File: src/rtl/cordic_pkg.sv
// Shared constants, FSM encoding and arctangent table for the iterative CORDIC rotator.
// All fixed-point constants are Q.14 (1.0 = 16384).
package cordic_pkg;

    localparam int K_INV   = 9949;
    localparam int PI_HALF = 25736;
    localparam int PI      = 51472;
    localparam int ONE     = 1 << 14;

    localparam logic MODE_LIN  = 1'b0;
    localparam logic MODE_CIRC = 1'b1;

    typedef enum logic [2:0] {
        ST_IDLE,
        ST_PRE,
        ST_ITER,
        ST_SCALE,
        ST_DONE
    } state_t;

    function automatic logic [15:0] atan_lut(input logic [3:0] idx);
        logic [15:0] v;
        case (idx)
            4'd0:    v = 16'd12868;
            4'd1:    v = 16'd7596;
            4'd2:    v = 16'd4014;
            4'd3:    v = 16'd2037;
            4'd4:    v = 16'd1023;
            4'd5:    v = 16'd512;
            4'd6:    v = 16'd256;
            4'd7:    v = 16'd128;
            4'd8:    v = 16'd64;
            4'd9:    v = 16'd32;
            4'd10:   v = 16'd16;
            4'd11:   v = 16'd8;
            4'd12:   v = 16'd4;
            4'd13:   v = 16'd2;
            4'd14:   v = 16'd1;
            default: v = 16'd1;
        endcase
        return v;
    endfunction

endpackage

File: src/rtl/cordic_rot_step.sv
// One combinational CORDIC micro-rotation, circular or linear, on W-bit signed values.
module cordic_rot_step
    import cordic_pkg::*;
#(
    parameter int W = 20
) (
    input  logic signed [W-1:0] x,
    input  logic signed [W-1:0] y,
    input  logic signed [W-1:0] z,
    input  logic [3:0]          i,
    input  logic                mode,
    output logic signed [W-1:0] x_nxt,
    output logic signed [W-1:0] y_nxt,
    output logic signed [W-1:0] z_nxt
);

    localparam logic signed [W-1:0] ONE_W = W'(ONE);

    logic signed [W-1:0] x_sh;
    logic signed [W-1:0] y_sh;
    logic signed [W-1:0] ang;
    logic                d_pos;

    always_comb begin
        // z == 0 steers positive, so the residual dithers around zero.
        d_pos = ~z[W-1];
        x_sh  = x >>> i;
        y_sh  = y >>> i;
        if (mode == MODE_CIRC) begin
            ang   = W'(atan_lut(i));
            x_nxt = d_pos ? (x - y_sh) : (x + y_sh);
        end else begin
            ang   = ONE_W >>> i;
            x_nxt = x;
        end
        y_nxt = d_pos ? (y + x_sh) : (y - x_sh);
        z_nxt = d_pos ? (z - ang) : (z + ang);
    end

endmodule

File: src/rtl/cordic_rotator.sv
// Iterative CORDIC rotator: circular rotation of (x,y) by z, or linear MAC y + x*z.
// One micro-rotation per cycle; valid/ready input, single-cycle result strobe.
module cordic_rotator
    import cordic_pkg::*;
#(
    parameter int I_WIDE = 18,
    parameter int I_INT  = 4,
    parameter int ITER   = 13,
    parameter int GUARD  = 2
) (
    input  logic              i_clk,
    input  logic              i_rst,
    input  logic              i_valid,
    output logic              o_ready,
    input  logic              i_mode,
    input  logic [I_WIDE-1:0] i_x,
    input  logic [I_WIDE-1:0] i_y,
    input  logic [I_WIDE-1:0] i_z,
    output logic              o_valid,
    output logic [I_WIDE-1:0] o_x,
    output logic [I_WIDE-1:0] o_y,
    output logic [I_WIDE-1:0] o_z,
    output logic              o_range_err
);

    localparam int F = I_WIDE - I_INT;
    localparam int W = I_WIDE + GUARD;

    localparam logic [3:0]               CNT_LAST  = 4'(ITER - 1);
    localparam logic signed [W-1:0]      PI_W      = W'(PI);
    localparam logic signed [W-1:0]      PI_HALF_W = W'(PI_HALF);
    localparam logic signed [W-1:0]      TWO_W     = W'(2 * ONE);
    localparam logic signed [I_WIDE-1:0] KINV_Q    = I_WIDE'(K_INV);
    localparam logic signed [W-1:0]      SAT_MAX   = W'((2 ** (I_WIDE - 1)) - 1);
    localparam logic signed [W-1:0]      SAT_MIN   = -SAT_MAX - W'(1);

    function automatic logic signed [I_WIDE-1:0] sat_out(input logic signed [W-1:0] v);
        logic signed [W-1:0] c;
        if (v > SAT_MAX)      c = SAT_MAX;
        else if (v < SAT_MIN) c = SAT_MIN;
        else                  c = v;
        return I_WIDE'(c);
    endfunction

    // Gain compensation: floor of v * K_INV in Q.F.
    function automatic logic signed [W-1:0] scale_kinv(input logic signed [W-1:0] v);
        logic signed [W+I_WIDE-1:0] prod;
        prod = (W + I_WIDE)'(v) * (W + I_WIDE)'(KINV_Q);
        return W'(prod >>> F);
    endfunction

    state_t              state;
    state_t              state_nxt;
    logic [3:0]          cnt;
    logic                accept;
    logic                mode_r;
    logic                err_r;
    logic signed [W-1:0] x_r, y_r, z_r;
    logic signed [W-1:0] x_st, y_st, z_st;
    logic signed [W-1:0] x_pre, y_pre, z_pre;
    logic signed [W-1:0] z_abs;
    logic                pre_err;

    assign o_ready = (state == ST_IDLE);
    assign accept  = i_valid && o_ready;

    always_ff @(posedge i_clk or posedge i_rst) begin
        if (i_rst) begin
            state <= ST_IDLE;
            cnt   <= 4'd0;
        end else begin
            state <= state_nxt;
            cnt   <= (state == ST_ITER && cnt != CNT_LAST) ? cnt + 4'd1 : 4'd0;
        end
    end

    always_comb begin
        state_nxt = state;
        case (state)
            ST_IDLE:  if (accept) state_nxt = ST_PRE;
            ST_PRE:   state_nxt = ST_ITER;
            ST_ITER:  if (cnt == CNT_LAST) state_nxt = ST_SCALE;
            ST_SCALE: state_nxt = ST_DONE;
            ST_DONE:  state_nxt = ST_IDLE;
            default:  state_nxt = ST_IDLE;
        endcase
    end

    // PRE stage: range check and quarter-turn pre-rotation for |z| > PI/2.
    always_comb begin
        z_abs   = z_r[W-1] ? -z_r : z_r;
        pre_err = (mode_r == MODE_CIRC) ? (z_abs > PI_W) : (z_abs >= TWO_W);
        x_pre   = x_r;
        y_pre   = y_r;
        z_pre   = z_r;
        if (mode_r == MODE_CIRC && !pre_err && z_abs > PI_HALF_W) begin
            if (!z_r[W-1]) begin
                x_pre = -y_r;
                y_pre = x_r;
                z_pre = z_r - PI_HALF_W;
            end else begin
                x_pre = y_r;
                y_pre = -x_r;
                z_pre = z_r + PI_HALF_W;
            end
        end
    end

    // ITER stage: one micro-rotation per cycle, index taken from the counter.
    cordic_rot_step #(
        .W(W)
    ) u_step (
        .x    (x_r),
        .y    (y_r),
        .z    (z_r),
        .i    (cnt),
        .mode (mode_r),
        .x_nxt(x_st),
        .y_nxt(y_st),
        .z_nxt(z_st)
    );

    always_ff @(posedge i_clk) begin
        case (state)
            ST_IDLE: begin
                if (accept) begin
                    mode_r <= i_mode;
                    err_r  <= 1'b0;
                    x_r    <= W'($signed(i_x));
                    y_r    <= W'($signed(i_y));
                    z_r    <= W'($signed(i_z));
                end
            end
            ST_PRE: begin
                err_r <= pre_err;
                x_r   <= x_pre;
                y_r   <= y_pre;
                z_r   <= z_pre;
            end
            ST_ITER: begin
                if (!err_r) begin
                    x_r <= x_st;
                    y_r <= y_st;
                    z_r <= z_st;
                end
            end
            default: ;
        endcase
    end

    // SCALE stage: gain correction and saturation straight into the held outputs.
    always_ff @(posedge i_clk or posedge i_rst) begin
        if (i_rst) begin
            o_valid     <= 1'b0;
            o_range_err <= 1'b0;
            o_x         <= '0;
            o_y         <= '0;
            o_z         <= '0;
        end else begin
            o_valid <= (state == ST_SCALE);
            if (state == ST_SCALE) begin
                o_range_err <= err_r;
                if (mode_r == MODE_CIRC && !err_r) begin
                    o_x <= sat_out(scale_kinv(x_r));
                    o_y <= sat_out(scale_kinv(y_r));
                end else begin
                    o_x <= sat_out(x_r);
                    o_y <= sat_out(y_r);
                end
                o_z <= I_WIDE'(z_r);
            end
        end
    end

endmodule
File: config.mk
export PLATFORM = sky130hd
export DESIGN_NAME = cordic_rotator
export DESIGN_NICKNAME = d
export VERILOG_FILES = /design/src/rtl/cordic_pkg.sv /design/src/rtl/cordic_rot_step.sv /design/src/rtl/cordic_rotator.sv
export SDC_FILE = /design/constraint.sdc
export NUM_CORES = 2
export LEC_CHECK = 0
export BUFFER_PORTS_ARGS = -buffer_cell sky130_fd_sc_hd__buf_2
export CORE_UTILIZATION = 25
export DETAILED_ROUTE_END_ITERATION = 8
export MAX_ROUTING_LAYER = met4
export PLACE_DENSITY = 0.41
export SLEW_MARGIN = 15
export SYNTH_ARGS = -nofsm -noshare
export SYNTH_HDL_FRONTEND = slang
export SYNTH_SLANG_ARGS = --single-unit
File: constraint.sdc
create_clock -name i_clk -period 9.6 [get_ports i_clk]
set_input_delay 0 -clock i_clk [delete_from_list [all_inputs] [get_ports i_clk]]
set_output_delay 0 -clock i_clk [all_outputs]
set_load 0.005 [all_outputs]
# After elaboration in Yosys (flattened, before gate mapping)
# Memory sizes are Yosys's and may differ from the RTL's.
# Index checks and enable logic that the tools add are counted.
# classes
reduce_logical,15
n_eq_ne,10
muxes,38
addsub,12
n_shift,3
multipliers,2
order_cmp,11
# ops
cell,n
two-way mux 20 bit,18
two-way mux 18 bit,10
case mux 20 bit (3 select lines),3
"greater-than comparator 20 x 18 -> 1 bit, second input constant",4
"< comparator 20 x 18 -> 1 bit, second input constant",4
"multiplier 20 x 15 -> 34 bit, second input constant",2
adder 20 bit,3
negator 20 bit,3
subtractor 20 bit,3
>>> shifter 20 x 4 -> 20 bit,2
"adder 20 x 16 -> 20 bit, second input constant",1
">= comparator 20 x 17 -> 1 bit, second input constant",1
"greater-than comparator 20 x 16 -> 1 bit, second input constant",1
"greater-than comparator 20 x 17 -> 1 bit, second input constant",1
">>> shifter 16 x 4 -> 20 bit, first input constant",1
"subtractor 20 x 16 -> 20 bit, second input constant",1
case mux 3 bit (4 select lines),1
"== test 3 x 2 -> 1 bit, second input constant",2
two-way mux 3 bit,2
"inequality test 2 bit, second input constant",3
AND reduction 2 bit,3
logical AND 1 bit,5
AND reduction 5 bit,1
"adder 4 x 1 -> 4 bit, second input constant",1
other kinds (12),15
# totals
mem_count,1
regBits,125
input_bits,58
rom_bits,224
wordCells,104
out_inout_bits,57
# memory_table
memory,depth,width,read_ports,rd_clocked_by_memory_dff,write_ports,line,text
(name not given),16,14,1,0,0,cordic_pkg.sv:23,case (idx)

# Depth between registers and ports, before layout
# logic_depth
word_depth,9
depth_mapped,27
ltp_nobuf,24

# Cells and area by module
# From an unflattened synthesis, not the netlist that was laid out.
# hier_totals
cells_unflattened,2885
area_unflattened_um2,25777.2
# modules_own_cells
mod,cells_each,n_inst,seq_area_each_um2,area_per_inst_um2
cordic_rotator,2052,1,3438.3,19587.5
cordic_rot_step,833,1,0.0,6189.7

# Least setup slack after synthesis
# Ideal clock, no wire load.
# synth_timing
kind,register to register
start,reg y_r[19]
end,reg o_y[0]
path_stages_with_launch,24
setup_ns,0.147
path_buffers,2
period_less_slack_ns,7.515
setup_slack_ns,2.085
t_arrival_ns,7.369
t_required_ns,9.453
path_cell_list,edfxtp_1 > clkbuf_1 > clkinv_1 > ha_1 > inv_1 > fa_1 > inv_1 > fa_1 > fa_1 > fa_1 > inv_1 > fa_1 > inv_1 > ha_1 > a21o_1 > o21ai_0 > a21boi_0 > a211oi_1 > o221ai_1 > a21oi_1 > mux2_2 > o21ai_2 > clkbuf_1 > a221oi_1
# synth_between
elab_chain_cells,5
elab_cells_between_ends,10
classes_between,mul (1); order compare (4); mux (5)
# synth_lines
item,line,text
from (decl),cordic_rotator.sv:58,"logic signed [W-1:0] x_r, y_r, z_r;"
from (signal assigned),cordic_rotator.sv:130,y_r <= W'($signed(i_y));
from (signal assigned),cordic_rotator.sv:137,y_r <= y_pre;
from (signal assigned),cordic_rotator.sv:143,y_r <= y_st;
multiplier 20 x 15 -> 34 bit,cordic_rotator.sv:48,prod = (W + I_WIDE)'(v) * (W + I_WIDE)'(KINV_Q);
< comparator 20 x 18 -> 1 bit,cordic_rotator.sv:40,else if (v < SAT_MIN) c = SAT_MIN;
two-way mux 18 bit,cordic_rotator.sv:40,
two-way mux 18 bit,cordic_rotator.sv:39,if (v > SAT_MAX) c = SAT_MAX;
two-way mux 18 bit *,cordic_rotator.sv:163,if (mode_r == MODE_CIRC && !err_r) begin
to (signal assigned),cordic_rotator.sv:165,o_y <= sat_out(scale_kinv(y_r));
to (signal assigned),cordic_rotator.sv:168,o_y <= sat_out(y_r);
to (decl),cordic_rotator.sv:21,"output logic [I_WIDE-1:0] o_y,"
# Every way passes the cells marked *; elsewhere a longest branch is shown, timed or not.
# A chain may end at the register's enable or synchronous reset.

# Final worst setup path
# layout_timing
start,reg y_r[9]
end,reg o_y[9]
# The elaborated chain is that of the path after synthesis.

==> flow_metrics.env <==
export IMPL_status="complete, no violations"
export IMPL_startpoint_type="flop"
export IMPL_finClkSkew_ns=0.0196
export IMPL_yosysUniqueCellTypes=76
export IMPL_finalHoldViolations=0
export IMPL_ys_ff_latch=125
export IMPL_synth_nets=3563
export IMPL_fin_setup_tns_ns=0
export IMPL_drc=0
export IMPL_antenna_left=0
export IMPL_synth_area_leaders="fa_1 20%, ha_1 19%, inv_1 7.9%"
export IMPL_drive_gt1_share_pct=8.74
export IMPL_worst_pin_slew_ns=0.983
export IMPL_ys_top_cells_by_count="535 x inv_1, 379 x ha_1, 253 x fa_1, 204 x nand2_1, 166 x a21oi_1"
export IMPL_setup_violations=0
export IMPL_rows=116
export IMPL_post_synth_top_count_cell="inv_1"
export IMPL_yosysTopAreaCell="fa_1"
export IMPL_cap_violations=0
export IMPL_worstPathMaxFanout=17
export IMPL_max_freq_mhz=127
export IMPL_end_kind="flop"
export IMPL_grt_pass1_vias=20800
export IMPL_routedWlPerCell_um=19.9
export IMPL_postSynthAreaPerCell_sq_um=8.84
export IMPL_synth_ff_type="dfrtp_1"
export IMPL_diodes=0
export IMPL_cts_made_buffers=17
export IMPL_cts_root_buf="clkbuf_16"
export IMPL_syn_to_final_growth_pct=13.3
export IMPL_grt_pass1_wl_um=134000
export IMPL_crit_type="reg -> reg"
export IMPL_die_h_um=321
export IMPL_rrSetupSlack_ns=1.74
export IMPL_ys_warnings_count=0
export IMPL_path_clk_slew_ns=0.08
export IMPL_via_per_inst=4.72
export IMPL_required_ns=9.93
export IMPL_start_util_pct=25.3
export IMPL_dpl_hpwl_um=68200
export IMPL_wl_um=87200
export IMPL_dieArea_sq_um=103000
export IMPL_post_route_util_pct=28.6
export IMPL_antenna_found_initial=2
export IMPL_die_width_um=321
export IMPL_vias=20700
export IMPL_io_buffers=114
export IMPL_hold_ws_ns=0.0646
export IMPL_synth_edf_count=62
export IMPL_grt_ovfl_total=0
export IMPL_min_period_ns=7.86
export IMPL_hold_class="in -> reg"
export IMPL_finalWeightedCongestion=0.899
export IMPL_reg2reg_depth=22
export IMPL_drtPass1Iterations=5
export IMPL_relSlewSlack_pct=34.1
export IMPL_synthCells=2873
export IMPL_grt_start_max_net_pins=106
export IMPL_rsz0062_at_grt="no"
export IMPL_cts_resized_gates=0
export IMPL_ys_seq_area_share_pct=13.5
export IMPL_slew_viol_final=0
export IMPL_syn_cell_area_sq_um=25400
export IMPL_post_cts_buffers=0
export IMPL_clk_insertion_delay_late_ns=0.51
export IMPL_numClockSinks=125
export IMPL_ioPinCount=115
export IMPL_fin_nets=3698
export IMPL_holdPathStages=3
export IMPL_cp_data_arrival_time_ns=8.19
export IMPL_synth_top_cell_area_share_pct=19.9
export IMPL_regArea_sq_um=3440
export IMPL_async_flop_share_pct=50.4
export IMPL_fillers=10900
export IMPL_drt_iter0_drc=1433
export IMPL_cts_max_level=4
export IMPL_fin_crit_sh_pct=81.9
export IMPL_max_clock_path_buffers=2
export IMPL_multi_input_area_sq_um=19600
export IMPL_core_sq_um=100000
export IMPL_grt_use_total_pct=17.8
export IMPL_cts_tree="done"
cell usage in the layout, fill, tap and decap left out, types with 12 or more instances in the layout:
cell type / netlist / final
nand2_1: 204 / 203
a211oi_1: 31 / 31
mux2i_1: 31 / 31
o31ai_1: 17 / 17
buf_2: 6 / 114
edfxtp_1: 62 / 62
nor2b_1: 22 / 22
nand2b_1: 22 / 22
nor2_1: 160 / 159
nor3_1: 53 / 52
a221oi_1: 20 / 20
nand3_1: 28 / 28
o21bai_1: 15 / 15
mux4_2: 36 / 36
xor2_1: 90 / 90
a21oi_1: 166 / 166
inv_1: 535 / 533
a31oi_1: 22 / 22
clkbuf_16: 0 / 17
nand4_1: 12 / 12
mux2_2: 12 / 12
a21o_1: 52 / 52
dfrtp_1: 63 / 61
dlygate4sd3_1: 0 / 53
buf_4: 5 / 42
and3_1: 16 / 16
o221ai_1: 23 / 23
a22oi_1: 39 / 39
xnor2_1: 121 / 120
o21ai_0: 132 / 132
fa_1: 253 / 253
ha_1: 379 / 379
or3_1: 12 / 12
area by class of cell:
cell class | count | share of cell area, %
Multi-Input combinational cell | 2117 | 68.1
Sequential cell | 125 | 12.0
Inverter | 537 | 7.01
Tap cell | 1357 | 5.90
Timing Repair Buffer | 210 | 4.99
Clock buffer | 17 | 1.48
Clock inverter | 15 | 0.561
worst paths after layout:
path | from | to
worst max-delay path | y_r[9] | o_y[9]
min in group asynchronous | i_rst | o_z[5]
worst min register to register | o_z[10] | o_z[10]
worst max register to register | y_r[9] | o_y[9]
max in group asynchronous | i_rst | o_x[0]
worst min-delay path | i_y[11] | y_r[11]
metrics by stage:
stage,area (sq um),setup slack (ns),instances
after floorplan,25400,2.08,2873
final,28800,1.74,4378
after detailed placement,27700,1.68,4293
after CTS,28800,1.63,4378
after global routing,28800,1.12,4378
after global placement,27700,1.84,4293
critical path, cell delays in order (launching register included):
cell      delay, ns
edfxtp_1       0.71
inv_1          0.19
ha_1           0.35
inv_1          0.08
fa_1           0.51
inv_1          0.05
fa_1           0.52
fa_1           0.44
fa_1           0.54
inv_1          0.05
fa_1           0.53
inv_1          0.04
ha_1           0.30
a222oi_1       0.30
nand2_1        0.15
o211ai_1       0.28
nand3b_1       0.26
a211oi_1       0.69
o221ai_1       0.38
a21oi_1        0.31
a21oi_1        0.11
o21ai_2        0.64
a221oi_1       0.22
what timing repair did:
action	CTS	global route
hold buffers	53	0
endpoints found under the setup margin	0	0
hold endpoints to repair	87	0
routing by layer:
metal	share of wire (%)	wire [um]	vias to the layer above	GRT usage [%]
met4	1.5	1310	0	3.70
met3	3.4	2970	43	1.64
met1	51	44300	10200	25.9
met5	0	0	-	-
li1	-	-	9983	-
met2	44	38700	416	26.5
flip-flops by register name, summed over array words and instances, names as in the netlist:
name	count
z_r	20
cnt	4
x_r	20
err_r	1
o_y	18
y_r	20
o_x	18
o_z	18
o_range_err	1
o_valid	1
state	3
mode_r	1
cell families after synthesis:
| family | count (synthesis) | share of synthesized area, % |
|---|---|---|
| adders and majority gates | 632 | 38.6 |
| and+or+nand+nor | 584 | 10.6 |
| xor gates and xnor gates | 211 | 7.28 |
| muxes | 80 | 4.99 |
| DFF | 125 | 13.5 |
| AOI/OAI and AO/OA | 610 | 15.5 |
| buffers and inverters | 631 | 9.43 |
Power is left out: the tool's default activity adds up to more than one toggle a clock period on the data nets, which glitch-free logic cannot reach.
